**src/rtl/leaf_pkg.sv**
```systemverilog
// Shared definitions for the leaf outbound path.
//   - Packet layout: {vld[48], dst_leaf[47:44], dst_port[43:40], addr[39:33], rsvd[32], payload[31:0]}
//   - dest_entry_t : one destination table entry {dst_leaf, dst_port}
//   - arb_state_t  : arbiter FSM states (IDLE, BURST)
//   - make_packet  : assembles a valid packet from its fields
package leaf_pkg;

    localparam int PACKET_BITS   = 49;
    localparam int PAYLOAD_BITS  = 32;
    localparam int DEST_BITS     = 8;
    localparam int PKT_VLD_BIT   = 48;
    localparam int PKT_LEAF_LSB  = 44;
    localparam int PKT_PORT_LSB  = 40;
    localparam int PKT_ADDR_LSB  = 33;
    localparam int PKT_ADDR_BITS = 7;
    localparam int PKT_RSVD_BIT  = 32;

    typedef struct packed {
        logic [3:0] dst_leaf;
        logic [3:0] dst_port;
    } dest_entry_t;

    typedef enum logic {
        IDLE  = 1'b0,
        BURST = 1'b1
    } arb_state_t;

    function automatic logic [PACKET_BITS-1:0] make_packet(
        input dest_entry_t               dest,
        input logic [PKT_ADDR_BITS-1:0]  addr,
        input logic [PAYLOAD_BITS-1:0]   payload
    );
        logic [PACKET_BITS-1:0] pkt;
        pkt = '0;
        pkt[PKT_VLD_BIT]                   = 1'b1;
        pkt[PKT_LEAF_LSB +: 4]             = dest.dst_leaf;
        pkt[PKT_PORT_LSB +: 4]             = dest.dst_port;
        pkt[PKT_ADDR_LSB +: PKT_ADDR_BITS] = addr;
        pkt[PKT_RSVD_BIT]                  = 1'b0;
        pkt[PAYLOAD_BITS-1:0]              = payload;
        return pkt;
    endfunction

endpackage

```
**src/rtl/leaf_credit_counter.sv**
```systemverilog
// Free-space credit counter for one destination input buffer.
//   clk, reset   : clock, synchronous active-high reset (credit -> full)
//   debit        : one word sent this cycle (never asserted at zero credit)
//   credit_ret   : RETURN_SIZE words freed downstream this cycle
//   credit_zero  : no credit left; the port must not be granted
// Full credit is 2**(CNT_BITS-1); returns saturate there. Debit and return
// in the same cycle are both applied.
module leaf_credit_counter #(
    parameter int CNT_BITS    = 8,
    parameter int RETURN_SIZE = 64
) (
    input  logic clk,
    input  logic reset,
    input  logic debit,
    input  logic credit_ret,
    output logic credit_zero
);

    // One spare bit so credit + return cannot wrap before saturation.
    localparam int SUM_BITS = CNT_BITS + 1;
    localparam logic [SUM_BITS-1:0] MAX_CREDIT = SUM_BITS'(2 ** (CNT_BITS - 1));
    localparam logic [SUM_BITS-1:0] RET_AMT    = SUM_BITS'(RETURN_SIZE);

    logic [CNT_BITS-1:0] credit_reg, credit_next;
    logic [SUM_BITS-1:0] sum;

    always_comb begin
        sum = {1'b0, credit_reg};
        if (credit_ret) begin
            sum = sum + RET_AMT;
        end
        if (debit) begin
            sum = sum - SUM_BITS'(1);
        end
        credit_next = (sum > MAX_CREDIT) ? MAX_CREDIT[CNT_BITS-1:0] : sum[CNT_BITS-1:0];
    end

    always_ff @(posedge clk) begin
        if (reset) begin
            credit_reg <= MAX_CREDIT[CNT_BITS-1:0];
        end else begin
            credit_reg <= credit_next;
        end
    end

    assign credit_zero = (credit_reg == '0);

endmodule

```
**src/rtl/leaf_out_arbiter.sv**
```systemverilog
// Shares one leaf's outbound link between NUM_OUT_PORTS user streams.
// Round-robin arbitration with bursts of up to MAX_BURST words, per-port
// credit tracking of destination buffer space, and a registered 49b packet
// output that honours pkt_ready backpressure.
//   din_user/vld_user/ack_user : user streams (ack is combinational, one-hot or zero)
//   cfg_we/cfg_port/cfg_dst    : destination table write {dst_leaf, dst_port}
//   credit_vld/credit_port     : credit return of FREESPACE_UPDATE_SIZE words
//   pkt_out/pkt_ready          : packet to link and link ready
// Optional build macro LEAF_ARB_STATS_EN adds stat_grants: per-port 16b
// wrapping accepted-word counters, cleared by reset.
module leaf_out_arbiter
    import leaf_pkg::*;
#(
    parameter int NUM_OUT_PORTS         = 2,
    parameter int NUM_BRAM_ADDR_BITS    = 7,
    parameter int FREESPACE_UPDATE_SIZE = 64,
    parameter int MAX_BURST             = 8
) (
    input  logic                                clk,
    input  logic                                reset,
    input  logic [NUM_OUT_PORTS*PAYLOAD_BITS-1:0] din_user,
    input  logic [NUM_OUT_PORTS-1:0]            vld_user,
    output logic [NUM_OUT_PORTS-1:0]            ack_user,
    input  logic                                cfg_we,
    input  logic [3:0]                          cfg_port,
    input  logic [DEST_BITS-1:0]                cfg_dst,
    input  logic                                credit_vld,
    input  logic [3:0]                          credit_port,
    output logic [PACKET_BITS-1:0]              pkt_out,
    input  logic                                pkt_ready
`ifdef LEAF_ARB_STATS_EN
    ,
    output logic [NUM_OUT_PORTS*16-1:0]         stat_grants
`endif
);

    localparam int PW = (NUM_OUT_PORTS > 1) ? $clog2(NUM_OUT_PORTS) : 1;
    localparam int CW = $clog2(MAX_BURST + 1);

    arb_state_t             state_reg, state_next;
    logic [PW-1:0]          owner_reg, owner_next;
    logic [PW-1:0]          rr_reg, rr_next;
    logic [CW-1:0]          burst_cnt_reg, burst_cnt_next;
    logic [PACKET_BITS-1:0] pkt_reg, pkt_next;

    logic [PW-1:0]          owner_inc, search_base, sel, idx;
    logic [NUM_OUT_PORTS-1:0] eligible;
    logic                   cont, leaving, have_sel, slot_free, accept;
    logic [PACKET_BITS-1:0] port_pkt [NUM_OUT_PORTS];

    // Per-port state: destination entry, address counter, credits, packet.
    // Index decodes compare against each real port number, so out-of-range
    // cfg_port / credit_port values simply match nothing.
    for (genvar gi = 0; gi < NUM_OUT_PORTS; gi++) begin : g_port
        dest_entry_t              dest_reg;
        logic [PKT_ADDR_BITS-1:0] addr_reg;
        logic                     take, credit_zero;

        assign take         = accept && (sel == PW'(gi));
        assign ack_user[gi] = take;

        always_ff @(posedge clk) begin
            if (reset) begin
                dest_reg <= '0;
                addr_reg <= '0;
            end else begin
                if (cfg_we && (cfg_port == 4'(gi))) begin
                    dest_reg <= cfg_dst;
                end
                if (take) begin
                    addr_reg <= addr_reg + 1'b1;
                end
            end
        end

        leaf_credit_counter #(
            .CNT_BITS    (NUM_BRAM_ADDR_BITS + 1),
            .RETURN_SIZE (FREESPACE_UPDATE_SIZE)
        ) u_credit (
            .clk         (clk),
            .reset       (reset),
            .debit       (take),
            .credit_ret  (credit_vld && (credit_port == 4'(gi))),
            .credit_zero (credit_zero)
        );

        assign eligible[gi] = vld_user[gi] && !credit_zero;
        assign port_pkt[gi] = make_packet(dest_reg, addr_reg,
                                          din_user[gi*PAYLOAD_BITS +: PAYLOAD_BITS]);

`ifdef LEAF_ARB_STATS_EN
        logic [15:0] grants_reg;
        always_ff @(posedge clk) begin
            if (reset) begin
                grants_reg <= '0;
            end else if (take) begin
                grants_reg <= grants_reg + 16'd1;
            end
        end
        assign stat_grants[gi*16 +: 16] = grants_reg;
`endif
    end

    // A burst that has to end re-arbitrates in the same cycle from owner+1,
    // so back-to-back bursts of different ports leave no dead cycle.
    always_comb begin
        owner_inc   = (owner_reg == PW'(NUM_OUT_PORTS - 1)) ? '0 : owner_reg + 1'b1;
        cont        = (state_reg == BURST) && (burst_cnt_reg < CW'(MAX_BURST))
                      && eligible[owner_reg];
        leaving     = (state_reg == BURST) && !cont;
        search_base = leaving ? owner_inc : rr_reg;
        have_sel    = cont;
        sel         = owner_reg;
        idx         = '0;
        if (!cont) begin
            // Scan from the far end so the port nearest search_base wins.
            for (int i = NUM_OUT_PORTS - 1; i >= 0; i--) begin
                idx = PW'((int'(search_base) + i) % NUM_OUT_PORTS);
                if (eligible[idx]) begin
                    sel      = idx;
                    have_sel = 1'b1;
                end
            end
        end

        slot_free = !pkt_reg[PKT_VLD_BIT] || pkt_ready;
        accept    = have_sel && slot_free && !reset;

        state_next     = state_reg;
        owner_next     = owner_reg;
        burst_cnt_next = burst_cnt_reg;
        rr_next        = leaving ? owner_inc : rr_reg;
        pkt_next       = pkt_reg;

        if (accept) begin
            state_next     = BURST;
            owner_next     = sel;
            burst_cnt_next = cont ? burst_cnt_reg + 1'b1 : CW'(1);
            pkt_next       = port_pkt[sel];
        end else begin
            if (!cont) begin
                state_next     = IDLE;
                burst_cnt_next = '0;
            end
            if (pkt_ready) begin
                pkt_next = '0;
            end
        end
    end

    always_ff @(posedge clk) begin
        if (reset) begin
            state_reg     <= IDLE;
            owner_reg     <= '0;
            rr_reg        <= '0;
            burst_cnt_reg <= '0;
            pkt_reg       <= '0;
        end else begin
            state_reg     <= state_next;
            owner_reg     <= owner_next;
            rr_reg        <= rr_next;
            burst_cnt_reg <= burst_cnt_next;
            pkt_reg       <= pkt_next;
        end
    end

    assign pkt_out = pkt_reg;

endmodule

```
**config.mk**
```make
export PLATFORM = sky130hd
export DESIGN_NAME = leaf_out_arbiter
export DESIGN_NICKNAME = d
export VERILOG_FILES = /design/src/rtl/leaf_pkg.sv /design/src/rtl/leaf_credit_counter.sv /design/src/rtl/leaf_out_arbiter.sv
export SDC_FILE = /design/constraint.sdc
export NUM_CORES = 1
export LEC_CHECK = 0
export CORE_MARGIN = 5
export CORE_UTILIZATION = 48
export DETAILED_ROUTE_END_ITERATION = 10
export GPL_ROUTABILITY_DRIVEN = 0
export PLACE_DENSITY = 0.82
export SETUP_SLACK_MARGIN = 0.4
export SLEW_MARGIN = 20
export SYNTH_ARGS = -nofsm -noshare
export SYNTH_HDL_FRONTEND = slang
export SYNTH_SLANG_ARGS = --single-unit
```
**constraint.sdc**
```tcl
create_clock -name clk -period 3.55 [get_ports clk]
set_clock_uncertainty 0.2 [all_clocks]
set_input_delay 0.71 -clock clk [delete_from_list [all_inputs] [get_ports clk]]
set_output_delay 0.71 -clock clk [all_outputs]
set_load 0.01 [all_outputs]
```
==> run metrics, run 1 <==
status complete, no violations; CTS root buf clkbuf_8; CTS Buf Count 9; Setup Viol. Count Final 0; total power 3060 µW; Net Sw Power 1040 µW; xor/xnor share of the synthesized area 4.98%; first-pass GRT wire length 20.4 mm; Via density 5.39; Post-Synth Simple-Gate Area 13.7%; synthesized-area fraction occupied by adder cells 2.29%; vias 4299; Layout area overhead 35.7%; Worst setup SP type primary input; cts hold-fix bufs 0; Die Width 111 µm; Period Utilization, post-route 86.4%; post-route ant nets 0; setup_tns 0 ns; CP endpoint kind output port; Tmin final 3.07 ns; total of max-cap violations 0; Tightest Hold Check Type reg -> reg; Max Root-Sink Buffers 2; Die Ht 111 µm; relative max-transition margin 41.6%; total congestion overflow 0; syn avg cell area 9.30 µm²; initial core utilization 48.4%; Overall Global Routing Usage 19.6%; Mapped Area 4930 µm²; Internal 2020 µW; Seq/Total Area, Yosys 41.0%; largest family of logic cells by synthesized area compound AO/OA/AOI/OAI gates; HPWL after detailed placement 8.96 mm; initial antenna violation count 0; Synth Warn # 0; core footprint 10200 µm²; Placed Cells 779; Critical Path AT 2.16 ns; cell depth of the worst flop-to-flop path 9; Worst Max-Slew Pin Slew 0.876 ns; WL per Instance 15.5 µm; H-Tree Depth 3; Crit path max-delay family buffers and inverters; Cells after Synth 530; most frequent cells in the layout clkdlybuf4s50_1, dfxtp_1, mux2i_1, nor2_1, a21oi_1; ys async rst share 0%; switching share of power 34.0%; die area 12400 µm²; DRC 0; later-pin clock latency in the skew report 0.37 ns; layout cell share with drive strength beyond 1 9.52%; Max Freq 326 MHz; Layout Cells excl Fill 798; VDD IR max 315 µV; hold depth 2; initial DRC count 190; post-synthesis compound-gate area fraction 18.8%; Combinational Power Share 33.3%; CTS clk-pin slew, worst paths 0.11 ns; Net Count, Synth 626; clock net sink count 101; cell leakage power 0.00249 µW; Slew Viols, Final 0; Port Buffers 136; post-layout util 65.6%; Final #Nets 753; critical path fanouts, max 3; sequential share of power 42.8%; internal reg-to-reg setup slack 0.59 ns; vias in the first global route 4242; I/O pins 138; diodes inserted 0; Clock Power Share 23.9%; CP bufs+invs 2; Worst path slowest cell clkdlybuf4s50_1; Seq cells post-synth 101; PD cells 458 nW/µm²; CTS tree done; commonest non-fill, non-tap cell in the layout clkdlybuf4s50_1; max reg flops 48; post-synthesis cell type count 64; Post-synth EDFFs 0; drt total wl 12.4 mm; RSZ-0062 raised after global routing yes; Critical Path RT 2.64 ns; drt first pass iters 4; Final Hold Vio Count 0; ys flop type dfxtp_1; # rows 37; critical path class in -> out; Crit. path cell count 5; largest net degree at the start of global routing 84; mux contribution to synthesized area 14.4%; CP cell instances clkdlybuf4s50_1 > and2b_1 > or2_2 > a211oi_4 > buf_2; slowest cell delay on critical path 0.47 ns
==> power by group through the flow <==
stage | registers, µW | logic [µW] | clock network, µW
CTS | 1310 | 1010 | 750
global route | 1320 | 1110 | 799
global placement | 1330 | 961 | 0
detailed placement | 1330 | 991 | 0
finish | 1310 | 1020 | 733
floorplan | 1340 | 616 | 0
==> timing repair <==
| item | 4_1_cts | 5_1_grt |
|---|---|---|
| endpoints found under the setup margin | 2 | 8 |
| buffers inserted | 0 | 3 |
| pin swaps | 1 | 2 |
| gates resized for setup | 10 | 6 |
==> routing by layer <==
metal,vias up,track usage (%),wire length (µm)
met1,2003,23.5,5440
met3,12,4.86,656
li1,2172,-,-
met5,-,0,0
met2,112,35.0,6160
met4,0,4.87,129
==> cells by family (layout without fill, tap and decap cells) <==
logic type,after synthesis,after routing
other,1,1
AO/OA/AOI/OAI,138,138
multiplexers,71,71
XOR/XNOR,28,28
flip-flops,101,101
buffers and inverters,50,182
AND/OR/NAND/NOR,132,132
adder cells (fa/ha/maj),9,9
==> stage by stage <==
stage	setup slack (ns)	area [µm²]	hold slack [ns]
2_1_floorplan	0.501	4930	0.257
3_3_place_gp	0.114	6430	0.266
3_5_place_dp	0.0911	6430	0.281
4_1_cts	0.317	6660	0.307
5_1_grt	0.371	6690	0.331
6_report	0.481	6690	0.304
==> final timing paths <==
check	start	endpoint
setup / recovery	pkt_ready	ack_user[0]
hold / removal	g_port[0].dest_reg[4]	g_port[0].dest_reg[4]
setup reg to reg	g_port[1].u_credit.credit_reg[1]	g_port[0].u_credit.credit_reg[6]
hold reg to reg	g_port[0].dest_reg[4]	g_port[0].dest_reg[4]
==> worst min-delay path, delay by kind of cell, from the launching register on <==
family | cells | cell delay, ns
flops | 1 | 0.34
mux | 1 | 0.06
simple gates | 1 | 0.07
==> cells in the mapped netlist, types with 2 or more instances <==
cell / number / area share [%]
dfxtp_1: 101 / 41
mux2i_1: 70 / 14
nor2_1: 58 / 4.4
a21oi_1: 56 / 5.7
a211oi_1: 48 / 7.3
clkbuf_1: 24 / 1.8
nand2_1: 19 / 1.4
xnor2_1: 14 / 2.5
xor2_1: 14 / 2.5
inv_1: 13 / 0.99
nor3_1: 11 / 1.1
ha_1: 9 / 2.3
o21ai_0: 8 / 0.81
buf_2: 5 / 0.51
buf_4: 4 / 0.61
nand4_1: 4 / 0.51
or2_2: 4 / 0.51
or3_1: 4 / 0.51
nand2b_1: 3 / 0.38
nand3_1: 3 / 0.30
nor4_1: 3 / 0.38
o2111ai_1: 3 / 0.53
a2111oi_0: 2 / 0.36
a31oi_1: 2 / 0.25
and3_1: 2 / 0.25
and4_1: 2 / 0.36
buf_6: 2 / 0.46
nor2b_1: 2 / 0.25
o21a_1: 2 / 0.30
o31ai_1: 2 / 0.30
o41a_1: 2 / 0.46
or4_2: 2 / 0.36
==> area by class of cell <==
type,instances,area [µm²]
fill,847,3500
multi-input combinational,379,2730
sequential,101,2030
timing repair buffer,152,1510
tap,136,170
clock buffer,9,124
clock inverter,7,76.3
inverter,14,52.6
(Power assumes the default switching activity.)
==> inputs of run 2 (changes only) <==
--- a/config.mk
+++ b/config.mk
@@ -7,6 +7,7 @@
 export LEC_CHECK = 0
 export CORE_MARGIN = 5
 export CORE_UTILIZATION = 48
+export CTS_CLUSTER_SIZE = 12
 export DETAILED_ROUTE_END_ITERATION = 10
 export GPL_ROUTABILITY_DRIVEN = 0
 export PLACE_DENSITY = 0.82
==> results of run 2 <==
Final layout, timing and power as in run 1 (identical DEF).
